===== src/rtl/output_deskew_buffer.sv =====
// -----------------------------------------------------------------------------
// output_deskew_buffer
//
// Read-side deskew stage for the systolic array. Column j delivers its
// partial sum for a given row j cycles after column 0 does. Each column has
// its own circular FIFO. A row is presented only once every column holds its
// element for that row. Aligned rows leave through a valid/ready handshake.
//
// Optional build macro: OUTPUT_DESKEW_SKEW_CHECK_EN
//   When defined, the block checks for exactly one cycle of skew between
//   adjacent column write strobes and raises a sticky skew_err on violation.
//   When undefined, no checker state is built and skew_err is tied to 0.
//
// Ports:
//   clk        in   rising-edge clock
//   rstn       in   asynchronous active-low reset
//   clear      in   synchronous clear of pointers, counters and flags
//   num_rows   in   rows expected for the current tile
//   wr_en      in   per-column write strobe (bit j = column j)
//   i_data     in   per-column element, lane j at [j*P_BITWIDTH +: P_BITWIDTH]
//   o_valid    out  an aligned row is available
//   o_ready    in   downstream accepts the row
//   o_data     out  aligned row, same lane packing as i_data
//   row_count  out  rows popped since reset or clear (wraps)
//   done       out  row_count == num_rows and num_rows != 0
//   overflow   out  sticky: a write was dropped on a full column
//   skew_err   out  sticky: column strobes were not one cycle apart
// -----------------------------------------------------------------------------
module output_deskew_buffer #(
    parameter int SYS_COLS   = 4,
    parameter int P_BITWIDTH = 32,
    parameter int DEPTH      = 16,
    parameter int CNT_W      = 16
) (
    input  logic                           clk,
    input  logic                           rstn,
    input  logic                           clear,
    input  logic [CNT_W-1:0]               num_rows,
    input  logic [SYS_COLS-1:0]            wr_en,
    input  logic [SYS_COLS*P_BITWIDTH-1:0] i_data,
    output logic                           o_valid,
    input  logic                           o_ready,
    output logic [SYS_COLS*P_BITWIDTH-1:0] o_data,
    output logic [CNT_W-1:0]               row_count,
    output logic                           done,
    output logic                           overflow,
    output logic                           skew_err
);

    localparam int                AW        = $clog2(DEPTH);
    localparam logic [AW:0]       DEPTH_CNT = (AW+1)'(DEPTH);
    localparam logic [AW:0]       CNT_ZERO  = {(AW+1){1'b0}};
    localparam logic [AW:0]       CNT_ONE   = {{AW{1'b0}}, 1'b1};
    localparam logic [AW-1:0]     PTR_ZERO  = {AW{1'b0}};
    localparam logic [AW-1:0]     PTR_ONE   = {{(AW-1){1'b0}}, 1'b1};
    localparam logic [CNT_W-1:0]  ROW_ZERO  = {CNT_W{1'b0}};
    localparam logic [CNT_W-1:0]  ROW_ONE   = {{(CNT_W-1){1'b0}}, 1'b1};

    // Column storage (contents need no reset; occupancy gates visibility)
    logic [P_BITWIDTH-1:0] mem_q [SYS_COLS][DEPTH];

    // Per-column write pointers and occupancy counters
    logic [AW-1:0] wr_ptr_q [SYS_COLS];
    logic [AW-1:0] wr_ptr_d [SYS_COLS];
    logic [AW:0]   cnt_q    [SYS_COLS];
    logic [AW:0]   cnt_d    [SYS_COLS];

    // All columns pop together, so a single shared read pointer suffices
    logic [AW-1:0]    rd_ptr_q, rd_ptr_d;
    logic [CNT_W-1:0] row_count_q, row_count_d;
    logic             overflow_q, overflow_d;

    logic [SYS_COLS-1:0] nempty_s;
    logic [SYS_COLS-1:0] full_s;
    logic [SYS_COLS-1:0] wr_acc_s;
    logic [SYS_COLS-1:0] wr_drop_s;
    logic                pop_s;

    // Per-column occupancy flags and write acceptance
    always_comb begin
        nempty_s  = {SYS_COLS{1'b0}};
        full_s    = {SYS_COLS{1'b0}};
        wr_acc_s  = {SYS_COLS{1'b0}};
        wr_drop_s = {SYS_COLS{1'b0}};
        for (int j = 0; j < SYS_COLS; j++) begin
            nempty_s[j]  = (cnt_q[j] != CNT_ZERO);
            full_s[j]    = (cnt_q[j] == DEPTH_CNT);
            // A full column still accepts a write when the same cycle pops it
            wr_acc_s[j]  = wr_en[j] & (~full_s[j] | pop_s);
            wr_drop_s[j] = wr_en[j] & full_s[j] & ~pop_s;
        end
    end

    // A row is ready only when every column holds its element
    assign o_valid = &nempty_s;
    assign pop_s   = o_valid & o_ready;

    // Next-state computation for pointers, counters and sticky overflow
    always_comb begin
        rd_ptr_d    = rd_ptr_q;
        row_count_d = row_count_q;
        overflow_d  = overflow_q;
        for (int j = 0; j < SYS_COLS; j++) begin
            wr_ptr_d[j] = wr_ptr_q[j];
            cnt_d[j]    = cnt_q[j];
        end
        if (clear) begin
            rd_ptr_d    = PTR_ZERO;
            row_count_d = ROW_ZERO;
            overflow_d  = 1'b0;
            for (int j = 0; j < SYS_COLS; j++) begin
                wr_ptr_d[j] = PTR_ZERO;
                cnt_d[j]    = CNT_ZERO;
            end
        end else begin
            for (int j = 0; j < SYS_COLS; j++) begin
                if (wr_acc_s[j]) begin
                    wr_ptr_d[j] = wr_ptr_q[j] + PTR_ONE;
                end else begin
                    wr_ptr_d[j] = wr_ptr_q[j];
                end
                case ({wr_acc_s[j], pop_s})
                    2'b10:   cnt_d[j] = cnt_q[j] + CNT_ONE;
                    2'b01:   cnt_d[j] = cnt_q[j] - CNT_ONE;
                    default: cnt_d[j] = cnt_q[j];
                endcase
            end
            if (pop_s) begin
                rd_ptr_d    = rd_ptr_q + PTR_ONE;
                row_count_d = row_count_q + ROW_ONE;
            end else begin
                rd_ptr_d    = rd_ptr_q;
                row_count_d = row_count_q;
            end
            if (|wr_drop_s) begin
                overflow_d = 1'b1;
            end else begin
                overflow_d = overflow_q;
            end
        end
    end

    // Control state registers
    always_ff @(posedge clk or negedge rstn) begin
        if (!rstn) begin
            rd_ptr_q    <= PTR_ZERO;
            row_count_q <= ROW_ZERO;
            overflow_q  <= 1'b0;
            for (int j = 0; j < SYS_COLS; j++) begin
                wr_ptr_q[j] <= PTR_ZERO;
                cnt_q[j]    <= CNT_ZERO;
            end
        end else begin
            rd_ptr_q    <= rd_ptr_d;
            row_count_q <= row_count_d;
            overflow_q  <= overflow_d;
            for (int j = 0; j < SYS_COLS; j++) begin
                wr_ptr_q[j] <= wr_ptr_d[j];
                cnt_q[j]    <= cnt_d[j];
            end
        end
    end

    // Column storage writes
    always_ff @(posedge clk) begin
        for (int j = 0; j < SYS_COLS; j++) begin
            if (wr_acc_s[j] && !clear) begin
                mem_q[j][wr_ptr_q[j]] <= i_data[j*P_BITWIDTH +: P_BITWIDTH];
            end
        end
    end

    // First-word-fall-through read of the head row
    always_comb begin
        o_data = {(SYS_COLS*P_BITWIDTH){1'b0}};
        for (int j = 0; j < SYS_COLS; j++) begin
            o_data[j*P_BITWIDTH +: P_BITWIDTH] = mem_q[j][rd_ptr_q];
        end
    end

    assign row_count = row_count_q;
    assign overflow  = overflow_q;
    assign done      = (row_count_q == num_rows) && (num_rows != ROW_ZERO);

`ifdef OUTPUT_DESKEW_SKEW_CHECK_EN
    // wr_dly_q[j] holds wr_en[j] from the previous cycle; column j+1 must match it
    logic [SYS_COLS-2:0] wr_dly_q;
    logic                skew_err_q, skew_err_d;
    logic                skew_hit_s;

    // Skew violation detection and sticky flag update
    always_comb begin
        skew_hit_s = (wr_en[SYS_COLS-1:1] != wr_dly_q);
        if (clear) begin
            skew_err_d = 1'b0;
        end else if (skew_hit_s) begin
            skew_err_d = 1'b1;
        end else begin
            skew_err_d = skew_err_q;
        end
    end

    // Skew checker state registers
    always_ff @(posedge clk or negedge rstn) begin
        if (!rstn) begin
            wr_dly_q   <= {(SYS_COLS-1){1'b0}};
            skew_err_q <= 1'b0;
        end else if (clear) begin
            wr_dly_q   <= {(SYS_COLS-1){1'b0}};
            skew_err_q <= 1'b0;
        end else begin
            wr_dly_q   <= wr_en[SYS_COLS-2:0];
            skew_err_q <= skew_err_d;
        end
    end

    assign skew_err = skew_err_q;
`else
    assign skew_err = 1'b0;
`endif

endmodule

===== config.mk =====
export PLATFORM = sky130hd
export DESIGN_NAME = output_deskew_buffer
export DESIGN_NICKNAME = d
export VERILOG_FILES = /design/src/rtl/output_deskew_buffer.sv
export SDC_FILE = /design/constraint.sdc
export NUM_CORES = 2
export LEC_CHECK = 0
export BUFFER_PORTS_ARGS = -buffer_cell sky130_fd_sc_hd__buf_2
export CORE_UTILIZATION = 40
export CTS_BUF_LIST = sky130_fd_sc_hd__clkbuf_8
export DETAILED_ROUTE_END_ITERATION = 12
export PLACE_DENSITY = 0.62
export SYNTH_ARGS = -nofsm -noshare
export SYNTH_HDL_FRONTEND = slang
export SYNTH_SLANG_ARGS = --single-unit

===== constraint.sdc =====
create_clock -name clk -period 4.7 [get_ports clk]
set_input_delay 0.235 -clock clk [delete_from_list [all_inputs] [get_ports clk]]
set_output_delay 0.235 -clock clk [all_outputs]
set_load 0.02 [all_outputs]

Word level (Yosys, flattened, before mapping). Memories as Yosys holds them, arrays and structs flattened. Cells that the tools add are included.

Bits in registers: 57. RAM bits: 2048. Input bits: 152. Output and inout bits: 148. Word-level logic and storage cells: 146. Memories: 1.

Add/sub/neg operators: 14. $lt $le $gt $ge: 9. Equal/unequal tests: 13. Muxes and demuxes: 44. Bitwise gates (word level): 27. Reduce and logical (&&, ||, !) cells: 27.

Memories: mem_q (words 4, bits a word 512, read ports 4, clocked after memory_dff 0, write ports 4, line 60) `logic [P_BITWIDTH-1:0] mem_q [SYS_COLS][DEPTH];`.

Operators with widths (count): 2-to-1 mux 512 bit (4); binary-select mux 32 bit (select 4 bit) (4); demux 32 bit (select 4 bit) (4); 2-to-1 mux 32 bit (12); 2-to-1 mux 16 bit (3); case mux 5 bit (2 select lines) (4); greater-or-equal comparator 5 bit (second input constant) (5); NOT 4 -> 5 bit (5); 2-to-1 mux 4 bit (6); adder 4 x 1 -> 4 bit (second input constant) (5); adder 5 x 1 -> 5 bit (second input constant) (4); equality test 5 bit (second input constant) (4); less-than comparator 5 x 1 -> 1 bit (second input constant) (4); 2-to-1 mux 20 bit (1); nonzero test 5 bit (4); subtractor 5 x 1 -> 5 bit (second input constant) (4); adder 16 x 1 -> 16 bit (second input constant) (1); equality test 16 bit (1); nonzero test 16 bit (1); AND 1 bit (13); nonzero test 2 bit (6); nonzero test 3 bit (4); logical AND 1 bit (9); equality test 2 x 1 -> 1 bit (second input constant) (4); other kinds (7) (22).

Logic depth before layout (Yosys ltp).
Depth in word-level cells: 8. Mapped depth: 11. Gate-level depth less buffers: 10.

Least setup slack after synthesis. Ideal clock, no wire load.

Path type: reg-to-reg. Start point: reg cnt_q[0] (netlist bit). End point: mem mem_q[1][224] (netlist bit) (enable). Library setup time: 0.513 ns. Arrival: 4.597 ns. Required time: 4.187 ns. Path slack: -0.410 ns. Cell stages (with the launch flop): 6. Buffers on the path: 0. Period minus slack after synthesis: 5.110 ns. Cell sequence: dfrtp_1 -> nor4_4 -> a21oi_1 -> a21o_1 -> nand2_1 -> nor4b_1.

RTL lines: start, declared (line 65) `logic [AW:0] cnt_q [SYS_COLS];`; start signal, assigned by index (line 159) `cnt_q[j] <= cnt_d[j];`; end, declared (line 60).

Worst setup path in the final report.
Start point: reg rd_ptr_q[0]. End point: out o_data[31].

Word-level cells in the longest chain between the ends: 4.

RTL lines: start, declared (line 69) `logic [AW-1:0] rd_ptr_q, rd_ptr_d;`; start signal, assigned (line 154) `rd_ptr_q <= rd_ptr_d;`; NOT 4 -> 5 bit (not written as such) (line 177) `o_data[j*P_BITWIDTH +: P_BITWIDTH] = mem_q[j][rd_ptr_q];`; binary-select mux 32 bit (select 4 bit) (line 177); 2-to-1 mux 32 bit (not written as such) (2 in a row) (line 177); end, declared (line 43) `output logic [SYS_COLS*P_BITWIDTH-1:0] o_data,`.

Every way passes these cells. The select of a mux whose other input is x is not followed.

==> flow_summary.toml <==
[finish]
filler_cell_count = 16344
layout.core_utilization_pct = 47.2
syn_to_final_growth_pct = 16.6
drive_gt1_share_pct = 35.0
instances_no_fill = 7047
finish.net_count = 4315

[die]
die_height_microns = 452
floorplan.die_area_sq_um = 204000
io_pins = 300
floorplan.rows = 164
die_w_microns = 452
floorplan.core_area_sq_um = 200000
initial_utilization_pct = 40.4

[yosys]
avgSynthCellArea_sq_um = 24.1
synthTopCellsByCount = "sky130_fd_sc_hd__edfxtp_1 (2048), sky130_fd_sc_hd__mux4_2 (640), sky130_fd_sc_hd__clkbuf_1 (98)"
synth-main-ff-cell = "sky130_fd_sc_hd__edfxtp_1"
post_synthesis_register_bit_count = 2105
postSynthCellCount = 3365
postSynth.asyncResetShare_pct = 2.71
synthesis.nets = 3551
cell_accounting_for_the_most_synthesized_area = "sky130_fd_sc_hd__edfxtp_1"
ys.warnings.count = 0
synth_enable_flop_cells = 2048
post_synth_main_area_contributors = "sky130_fd_sc_hd__edfxtp_1 (76%), sky130_fd_sc_hd__mux4_2 (18%), sky130_fd_sc_hd__dfrtp_1 (1.8%)"
yosysMostFrequentCell = "sky130_fd_sc_hd__edfxtp_1"
post_synth_instance_area_sq_um = 81100
netlist.area_leader.share_pct = 75.9
ys_seq_area_share_pct = 77.6
synth_cell_type_count = 69

[setup_path]
worstReg2RegStart = "cnt_q[5]"
startpoint_type = "flop"
path_class = "reg -> out"
setup.worst_path.end_class = "primary output"
arrival_ps = 3920
crit_start = "rd_ptr_q[0]"
r2r-end = "mem_q[0][272]"
worst-path-max-fanout = 62
ff2ff_setup_slack_ps = 1270
crit_required_ps = 4470
ff2ff_path_depth = 6

[timing]
fin_worst_hold_slack_ps = 127
final.period_utilization_pct = 88.3
post-route-min-period_ps = 4150
finClkSkew_ps = 51.7
timing.slew.headroom_pct = 16.2
postLayoutSetupSlackWorst_ps = 548
slew_viols_final = 0
final-setup-viol-count = 0
fmax_mhz = 241
final_hold_viol_count = 0
rsz0062_at_grt = "no"
worst_pin_slew_ps = 1260

[route]
drtIter0Drc = 3127
final_routed_drc_violation_total = 0
number_of_nets_with_antenna_violations_after_routing = 0
num_vias = 37893
drt-total-wl_microns = 180000
routedWlPerCell_microns = 25.5
per_cell_via_count_in_the_routed_design = 5.38
detailed_router_iteration_count_before_antenna_repair = 5

[placed_design]
placed_cells = 6244
gpl.final_weighted_congestion = 0.772
dpl_worst_slack_ps = 1260
placement.io_buffers = 298
place.detailed.hpwl_microns = 99300

[grt]
first_pass_grt_wire_length_microns = 266000
pin_count_of_the_biggest_net_entering_global_routing = 68
grt_pass1_vias = 40334
grt-ovfl-total = 0
combined_global_route_utilization_of_all_metal_layers_pct = 17.6
initial_antenna_violation_count = 12

[cts]
sink_count = 2105
cts-htree-levels = 5
cts.reportedPaths.clkPinSlew_ps = 60
cts_root_buffer = "sky130_fd_sc_hd__clkbuf_8"
cts_max_path_buffers = 4
post_cts_buffers = 0
tritoncts = "done"
worstSkewPairLatency_ps = 1050
clock_buffers_created_by_tritoncts = 361

[hold_path]
hp-start = "i_data[110]"
worstHoldPathCells = 2
hold_end = "mem_q[3][398]"
holdCritPathClass = "in -> reg"

[power_and_ir_drop]
power_leakage_nw = 29.9
comb_power_share_pct = 3.8
switching_power_mw = 7.99
fin_total_pwr_mw = 36.9
power_switching_share_pct = 21.7
p_clk_share_pct = 39.8
power_density_nw_per_um2 = 390
seq_power_share_pct = 56.4
vdd_ir_max_mv = 0.247
intPower_mw = 28.9

[run_status]
outcome = "finished, final reports clean"

[job]
cap_viol_max_count = 0
## metal layers
layer	vias to the layer above	global-route usage [%]	wire length (microns)
li1	16127	-	-
met2	1093	28.7	89700
met5	-	0	22
met3	279	3.78	9630
met1	20390	24.1	76900
met4	4	4.77	3560
## cells in the final DEF (no fill, tap or decap), drive strengths merged, types with 11 or more instances in the layout
cell / count
nor3: 16
nand3: 24
ha: 30
mux4: 640
or3: 12
nor2: 52
o21ai: 25
a21o: 11
a21oi: 42
dlygate4sd3: 178
nand2: 23
or4: 11
inv: 153
nand4: 17
and2: 23
clkinv: 118
edfxtp: 2048
nor4: 20
xor2: 26
buf: 390
clkbuf: 365
dfrtp: 57
## logic make-up after synthesis
group	Yosys count	synth area share [%]
AOI/OAI and AO/OA	116	0.955
xor gates and xnor gates	31	0.335
adders and majority gates	34	0.562
buffers and inverters	196	1.01
DFF	2105	77.6
muxes	651	17.9
other	1	0.00463
and+or+nand+nor	231	1.60
## sequential cells by signal, indices dropped and copies added, names as in the netlist
signal / count
cnt_q: 20
mem_q: 2048
rd_ptr_q: 4
overflow: 1
row_count: 16
wr_ptr_q: 16
## power by group through the flow
stage	clock, mW	combinational [mW]	sequential, mW
5_1_grt	16.0	1.50	20.8
2_1_floorplan	0	0.670	21.2
4_1_cts	15.1	1.42	20.8
3_5_place_dp	0	1.28	21.2
6_report	14.7	1.39	20.8
3_3_place_gp	0	1.26	21.2
## stage by stage
step	cell area, sq um	TNS [ps]
floorplan	81100	-9880
global placement	86500	0
detailed placement	86500	0
CTS	94500	0
global route	94500	0
finish	94500	0
## critical path: stages (launching register included)
cell	delay, ps
sky130_fd_sc_hd__dfrtp_4	940
sky130_fd_sc_hd__buf_12	490
sky130_fd_sc_hd__mux4_2	590
sky130_fd_sc_hd__mux4_2	570
sky130_fd_sc_hd__buf_2	200
## area by class of cell
cell class | instances | area [sq um] | share of cell area (%)
inverter | 29 | 109 | 0.115
tap | 2656 | 3320 | 3.52
clock buffer | 365 | 5020 | 5.31
clock inverter | 254 | 1230 | 1.31
sequential | 2105 | 62900 | 66.6
antenna | 6 | 15.0 | 0.0159
timing repair buffer | 568 | 4240 | 4.48
multi-input combinational | 1064 | 17600 | 18.7
## how the worst max path moves through the flow
stage | slack (ps) | cells after the start | endpoint
CTS | 370 | 4 | o_data[31]
global placement | 1330 | 5 | mem_q[3][347]
detailed placement | 1260 | 6 | mem_q[0][269]
floorplan | -100 | 5 | mem_q[1][160]
global route | 300 | 4 | o_data[31]
finish | 550 | 4 | o_data[31]
## repair_timing
| action | in CTS | in global routing |
|---|---|---|
| endpoints found under the hold margin | 2173 | 0 |
| gates resized for setup | 0 | 0 |
| hold buffers | 178 | 0 |
Power figures use the tool's default switching activity.
